**config.mk**
```make
export PLATFORM = sky130hd
export DESIGN_NAME = reset_sequencer
export DESIGN_NICKNAME = d
export VERILOG_FILES = /design/src/rtl/reset_sequencer.sv
export SDC_FILE = /design/constraint.sdc
export NUM_CORES = 1
export LEC_CHECK = 0
export CAP_MARGIN = 0
export CORE_AREA = 2 2 45 47
export DETAILED_ROUTE_END_ITERATION = 7
export DIE_AREA = 0 0 47 49
export GPL_TIMING_DRIVEN = 0
export HOLD_SLACK_MARGIN = 0.08
export PLACE_DENSITY = 0.67
export SKIP_LAST_GASP = 1
export SYNTH_ARGS = -nofsm -noshare
export SYNTH_HDL_FRONTEND = slang
export SYNTH_SLANG_ARGS = --single-unit
```
**constraint.sdc**
```tcl
create_clock -name clk -period 2.4 [get_ports clk]
set_clock_uncertainty 0.15 [all_clocks]
set_input_delay 0.24 -clock clk [delete_from_list [all_inputs] [get_ports clk]]
set_output_delay 0.24 -clock clk [all_outputs]
set_load 0.005 [all_outputs]
```
**src/rtl/reset_sequencer.sv**
```systemverilog
`default_nettype none
// ============================================================================
// Module   : reset_sequencer
// Purpose  : Turns the raw master reset (_mr) and a synchronous soft-reset
//            request (_soft_rst) into a clean active-low downstream reset
//            (_rd_out). The reset asserts asynchronously and releases
//            synchronously after a hold period. The block then produces the
//            fetch/execute phase toggle and a ready flag.
// Ports    : clk        in   system clock, rising edge
//            _mr        in   master reset, asynchronous, active-low
//            _soft_rst  in   soft-reset request, active-low, sampled on clk
//            kick       in   watchdog kick, active-high, sampled on clk
//            _rd_out    out  active-low reset to downstream flops
//            phase      out  fetch/execute phase, toggles every RUN cycle
//            ready      out  high only in RUN
//            state      out  ASSERT=00 HOLD=01 RELEASE=10 RUN=11
//            wdog_fired out  sticky: watchdog has fired since the last _mr
// Options  : RESET_SEQUENCER_WDOG_EN - builds the RUN-state watchdog. When
//            the macro is undefined, kick is ignored and wdog_fired is 0.
// Notes    : Every output comes straight from a flop. PROP_DELAY and LOG
//            describe the behavioural model's output delay and trace. This
//            synthesizable view has no modelled delay and no trace, so
//            output timing is the flop clock-to-q.
// Revision : 1.0 - initial release
// ============================================================================
module reset_sequencer #(
  parameter int HOLD_CYCLES = 8,
  parameter int WDOG_CYCLES = 1024,
  parameter int PROP_DELAY  = 10,
  parameter int LOG         = 0
) (
  input  logic       clk,
  input  logic       _mr,
  input  logic       _soft_rst,
  input  logic       kick,
  output logic       _rd_out,
  output logic       phase,
  output logic       ready,
  output logic [1:0] state,
  output logic       wdog_fired
);

  localparam int                c_cnt_w     = $clog2(HOLD_CYCLES + 1);
  localparam logic [c_cnt_w-1:0] c_hold_last = c_cnt_w'(HOLD_CYCLES - 1);

  // Configuration values that only the behavioural model consumes.
  localparam bit c_unused_cfg = (PROP_DELAY != 0) ^ (LOG != 0) ^ (WDOG_CYCLES != 0);

  typedef enum logic [1:0] {
    ST_ASSERT  = 2'b00,
    ST_HOLD    = 2'b01,
    ST_RELEASE = 2'b10,
    ST_RUN     = 2'b11
  } state_t;

  state_t             state_q, state_d;
  logic [1:0]         sync_q, sync_d;
  logic [c_cnt_w-1:0] cnt_q, cnt_d;
  logic               rd_n_q, rd_n_d;
  logic               phase_q, phase_d;
  logic               ready_q, ready_d;
  logic               wdog_expire;
  logic               go_hold;

  // --------------------------------------------------------------------------
  // Watchdog
  // --------------------------------------------------------------------------
`ifdef RESET_SEQUENCER_WDOG_EN
  localparam int                 c_wcnt_w    = $clog2(WDOG_CYCLES);
  localparam logic [c_wcnt_w-1:0] c_wcnt_last = c_wcnt_w'(WDOG_CYCLES - 1);

  logic [c_wcnt_w-1:0] wcnt_q, wcnt_d;
  logic                wdog_fired_q, wdog_fired_d;

  // The counter sits at zero outside RUN, so it always starts from zero on
  // RUN entry. A kick on the expiry edge clears it and suppresses the fire.
  always_comb begin
    wcnt_d      = wcnt_q;
    wdog_expire = 1'b0;
    if (state_q != ST_RUN) begin
      wcnt_d = '0;
    end else if (kick) begin
      wcnt_d = '0;
    end else if (wcnt_q == c_wcnt_last) begin
      wdog_expire = 1'b1;
      wcnt_d      = '0;
    end else begin
      wcnt_d = wcnt_q + 1'b1;
    end
  end

  // A soft reset on the same edge outranks expiry, so the flag is not set.
  always_comb begin
    wdog_fired_d = wdog_fired_q | (wdog_expire & _soft_rst);
  end

  always_ff @(posedge clk or negedge _mr) begin
    if (!_mr) begin
      wcnt_q       <= '0;
      wdog_fired_q <= 1'b0;
    end else begin
      wcnt_q       <= wcnt_d;
      wdog_fired_q <= wdog_fired_d;
    end
  end

  assign wdog_fired = wdog_fired_q;
`else
  logic unused_kick;
  assign unused_kick = kick;
  assign wdog_expire = 1'b0;
  assign wdog_fired  = 1'b0;
`endif

  // --------------------------------------------------------------------------
  // Sequencer next-state logic
  // --------------------------------------------------------------------------
  // Soft reset and watchdog expiry share one entry path into HOLD. ASSERT
  // ignores both because the sync chain is still in progress.
  assign go_hold = (state_q != ST_ASSERT) && (!_soft_rst || wdog_expire);

  always_comb begin
    state_d = state_q;
    sync_d  = {sync_q[0], 1'b1};
    cnt_d   = cnt_q;
    rd_n_d  = rd_n_q;
    phase_d = phase_q;
    ready_d = ready_q;

    if (go_hold) begin
      state_d = ST_HOLD;
      cnt_d   = '0;
      rd_n_d  = 1'b0;
      ready_d = 1'b0;
      phase_d = 1'b0;
    end else begin
      case (state_q)
        ST_ASSERT: begin
          rd_n_d  = 1'b0;
          ready_d = 1'b0;
          phase_d = 1'b0;
          // Stage 2 of the synchroniser goes high on this edge.
          if (sync_q == 2'b01) begin
            state_d = ST_HOLD;
            cnt_d   = '0;
          end
        end
        ST_HOLD: begin
          if (cnt_q == c_hold_last) begin
            state_d = ST_RELEASE;
            rd_n_d  = 1'b1;
          end else begin
            cnt_d = cnt_q + 1'b1;
          end
        end
        ST_RELEASE: begin
          state_d = ST_RUN;
          ready_d = 1'b1;
        end
        ST_RUN: begin
          phase_d = ~phase_q;
        end
        default: begin
          state_d = ST_ASSERT;
        end
      endcase
    end
  end

  // --------------------------------------------------------------------------
  // Sequencer registers. _mr clears everything with no clock needed.
  // --------------------------------------------------------------------------
  always_ff @(posedge clk or negedge _mr) begin
    if (!_mr) begin
      state_q <= ST_ASSERT;
      sync_q  <= 2'b00;
      cnt_q   <= '0;
      rd_n_q  <= 1'b0;
      phase_q <= 1'b0;
      ready_q <= 1'b0;
    end else begin
      state_q <= state_d;
      sync_q  <= sync_d;
      cnt_q   <= cnt_d;
      rd_n_q  <= rd_n_d;
      phase_q <= phase_d;
      ready_q <= ready_d;
    end
  end

  assign _rd_out = rd_n_q;
  assign phase   = phase_q;
  assign ready   = ready_q;
  assign state   = state_q;

endmodule
`default_nettype wire

```
-- After elaboration in Yosys (flattened, before gate mapping)
Index checks and enable logic that the tools add are counted.
- bits of input ports: 4
- register bits: 11
- mux-type cells: 15
- reductions and logical operators: 11
- bitwise gates (word level): 1
- equality and inequality tests: 8
- add/sub/neg operators: 1
- operator list (kind ; number):
    2-to-1 mux 4 bit ; 3
    != test 3 bit (second input constant) ; 3
    nonzero test 3 bit ; 3
    case mux 4 bit (2 select lines) ; 1
    2-to-1 mux 2 bit ; 3
    case mux 1 bit (2 select lines) ; 3
    case mux 2 bit (3 select lines) ; 1
    AND reduction 3 bit ; 2
    adder 4 x 1 -> 4 bit (second input constant) ; 1
    == test 2 x 1 -> 1 bit (second input constant) ; 2
    == test 2 bit (second input constant) ; 2
    == test 4 x 3 -> 1 bit (second input constant) ; 1
    2-to-1 mux 1 bit ; 4
    nonzero test 4 bit ; 1
    logical NOT 2 bit ; 1
    AND reduction 2 bit ; 1
    nonzero test 2 bit ; 1
    logical AND 1 bit ; 1
    logical NOT 1 bit ; 1
    inverter 1 bit ; 1

-- Logic depth before layout (Yosys ltp)
- depth after elaboration: 4
- depth in mapped cells: 6

-- Worst setup path after synthesis
Ideal clock, no wire load.
- kind: register to register
- start point: register state_q[0], in the netlist state[0]
- end point: register cnt_q[0]
- data arrival time: 1.469 ns
- stages on the path, launching flop included: 7
- buffers on the path: 1
- setup slack: 0.656 ns
- cell sequence: dfrtp_1 -> inv_1 -> ha_1 -> buf_6 -> or2_1 -> o2111a_1 -> mux2_4
- cells in the longest elaborated chain, start to end: 4
- elaborated cells between the ends (all ways): 10
- classes of those cells: eq/ne: 3; mux: 2; reduce/logical: 5
- RTL lines (what ; RTL line ; source):
    start: declaration ; 56 ; state_t state_q, state_d;
    start signal: assignment ; 182 ; state_q <= state_d;
    nonzero test 2 bit ; 120 ; assign go_hold = (state_q != ST_ASSERT) && (!_soft_rst || wdog_expire);
    logical AND 1 bit ; 120 ;
    != test 3 bit (no line) / nonzero test 3 bit (equally long branches) ; -- ;
    AND reduction 3 bit (no line) ; -- ;
    end signal: assignment ; 184 ; cnt_q <= cnt_d;
    end: declaration ; 58 ; logic [c_cnt_w-1:0] cnt_q, cnt_d;
Several ways; a longest one is shown, not always the timed one.
A chain may end at the register's enable or synchronous reset.

-- Final worst setup path
Same ends and word-level chain as after synthesis.

==> results.ini <==
[status]
status = completed

[drt]
route.detailed.drc = 0
ant_nets = 0
wl_mm = 1.26
dr.pass1.iters = 4
drt-initial-drc-count = 4
wl_per_cell_um = 12.4
vias = 504
viasPerCell = 4.99

[clocking]
clock_sinks = 11
path_clk_slew_ns = 0.08
cts_buffers = 3
htreeDepth = 1
holdBufCountCts = 0
clock_latency_ns = 0.27
clk_path_buf_depth = 2
cts_tree = done
cts_root_buffer = clkbuf_4
postCtsSetupBuffers = 0
ctsResizeCount = 0

[power]
clockPowerShare = 0.157
irDropWorstVdd_uv = 375
pwr-share-comb = 0.508
power.density_mw_per_mm2 = 1060
internal_power_mw = 0.529
seqPwrFrac = 0.335
p_sw_mw = 0.321
swShare = 0.378
cellLeakagePower_nw = 0.345

[synthesis]
ys_ff_latch = 11
mappedNetlistNets = 73
synth_cell_types = 34
syn_area_per_cell_um2 = 10.6
async_flop_share = 1.00
seq_area_frac_synth = 0.411
synth_warnings = 0
synth_ff_type = dfrtp_1
syn_inst = 63
synth_area_leaders = dfrtp_1, ha_1, a22o_1, a21oi_1, o21ai_0
synth_top_area_share = 0.411
synth-edff-count = 0
synth.cell_area_um2 = 669
synth_area_leader_cell = dfrtp_1

[sta]
clock.fmax_mhz = 524
rsz0062_at_grt = false
finalSetupViolCount = 0
hold_violations = 0
fin_crit_sh = 0.796
min_period_ns = 1.91
setup_tns_ns = 0
slew_viol_final = 0
whs_ns = 0.141

[worst_setup_path]
path_class = reg -> reg
cpLargestDelayFamily = flip-flops
crit_fanout = 10
crit_path_max_incr_delay_ns = 0.45
worstPathArrival_ns = 1.92
path_cells = inv_1 -> ha_1 -> buf_6 -> o21ai_0 -> o221ai_1 -> mux2_4
required_ns = 2.41
cp-start-kind = flip-flop
end_kind = flip-flop
worst_path_max_delay_cell = dfrtp_1
cp.buffers_inverters = 2

[placement]
routabilityCongestion = 0.808
hpwl_um = 943
io_buffer_count = 7

[global_routing]
grtUsageTotal = 0.125
grt_pass1_vias = 471
grt_overflow = 0
grt_pass1_wl_mm = 2.08
grt_max_degree = 12
antenna_found_initial = 0

[layout]
insertedDiodeCount = 0
drive_above_1_share = 0.135
layout.nets = 85
area_growth_pct = 19.4

[die]
core_mm2 = 0.00184
dieArea_mm2 = 0.00230
die_y_um = 49
die_width_um = 47
rows = 16
io_pins = 10
initial_utilization = 0.363

[worst_hold_path]
min_path_type = in -> async

[run]
maxCapViolCount = 0

[cell usage in the layout, fill, tap and decap left out, types with 2 or more instances in the layout]
cell | Yosys | layout
a21oi_1 | 3 | 3
a22o_1 | 2 | 2
clkbuf_4 | 0 | 3
clkdlybuf4s50_1 | 0 | 7
conb_1 | 2 | 2
dfrtp_1 | 11 | 11
ha_1 | 6 | 6
inv_1 | 3 | 3
nand2b_1 | 2 | 2
nand3_1 | 2 | 2
nor2_1 | 4 | 4
nor3b_1 | 2 | 2
o21ai_0 | 3 | 3
[power groups by stage]
stage               Combinational (mW)  Sequential (mW)  Clock (mW)
floorplan                        0.308            0.281           0
global placement                 0.421            0.287           0
detailed placement               0.431            0.289           0
CTS                              0.437            0.285       0.137
global route                     0.473            0.293       0.148
finish                           0.432            0.285       0.134
[routing by layer]
metal  vias up  wire, um  share of wire  global-route usage
met3         3        59          0.047              0.0370
met5         -         0              0                   0
met2        13       586           0.47               0.185
li1        253         -              -                   -
met1       235       587           0.47               0.165
met4         0        23          0.018              0.0556
[through the flow]
stage	utilization	setup slack [ns]	instances	total power [mW]	instance area [um2]
2_1_floorplan	-	0.656	63	0.589	669
3_3_place_gp	0.420	0.509	97	0.707	773
3_5_place_dp	0.420	0.503	97	0.720	773
4_1_cts	0.434	0.504	101	0.859	800
5_1_grt	0.434	0.432	101	0.915	800
6_report	0.434	0.491	101	0.850	800
[sequential cells by signal (all words and copies together), names as in the netlist]
| register | count |
|---|---|
| cnt_q | 4 |
| state | 2 |
| sync_q | 2 |
| _rd_out | 1 |
| phase | 1 |
| ready | 1 |
[cell type report]
class / instances / area (um2)
buffer: 2 / 18.8
clock buffer: 4 / 26.3
fill: 201 / 1040
inverter: 4 / 15.0
multi-input combinational: 46 / 360
sequential: 11 / 275
tap: 27 / 33.8
timing repair buffer: 7 / 70.1
[cell usage after synthesis (2+ instances only)]
| cell | number |
|---|---|
| ha_1 | 6 |
| conb_1 | 2 |
| dfrtp_1 | 11 |
| inv_1 | 3 |
| nand3_1 | 2 |
| a21oi_1 | 3 |
| a22o_1 | 2 |
| o21ai_0 | 3 |
| nand2b_1 | 2 |
| nor3b_1 | 2 |
| nor2_1 | 4 |
[worst reg2reg max path, cell delays in order, from the launching register on]
cell      delay, ns
dfrtp_1        0.45
inv_1          0.10
ha_1           0.23
buf_6          0.15
o21ai_0        0.24
o221ai_1       0.20
mux2_4         0.29
[cell families after synthesis]
family                     share of synthesized area
AOI/OAI and AO/OA                              0.207
muxes                                         0.0392
and+or+nand+nor                                0.168
DFF                                            0.411
buffers and inverters                         0.0505
adders and majority gates                      0.112
other                                         0.0112
[worst paths after layout]
| path | startpoint | end | slack, ns | cells past startpoint |
|---|---|---|---|---|
| max in group asynchronous | _mr | sync_q[1]$_DFF_PN0_ | 1.63 | 1 |
| max reg2reg | state[0]$_DFFE_PN0P_ | cnt_q[0]$_DFFE_PN0P_ | 0.49 | 6 |
| min | _mr | ready$_DFFE_PN0P_ | 0.14 | 1 |
| min in group clk | sync_q[0]$_DFF_PN0_ | sync_q[1]$_DFF_PN0_ | 0.25 | 0 |
| max | state[0]$_DFFE_PN0P_ | cnt_q[0]$_DFFE_PN0P_ | 0.49 | 6 |
| min reg2reg | sync_q[0]$_DFF_PN0_ | sync_q[1]$_DFF_PN0_ | 0.25 | 0 |
No activity file was read; power rests on OpenSTA's default activity.
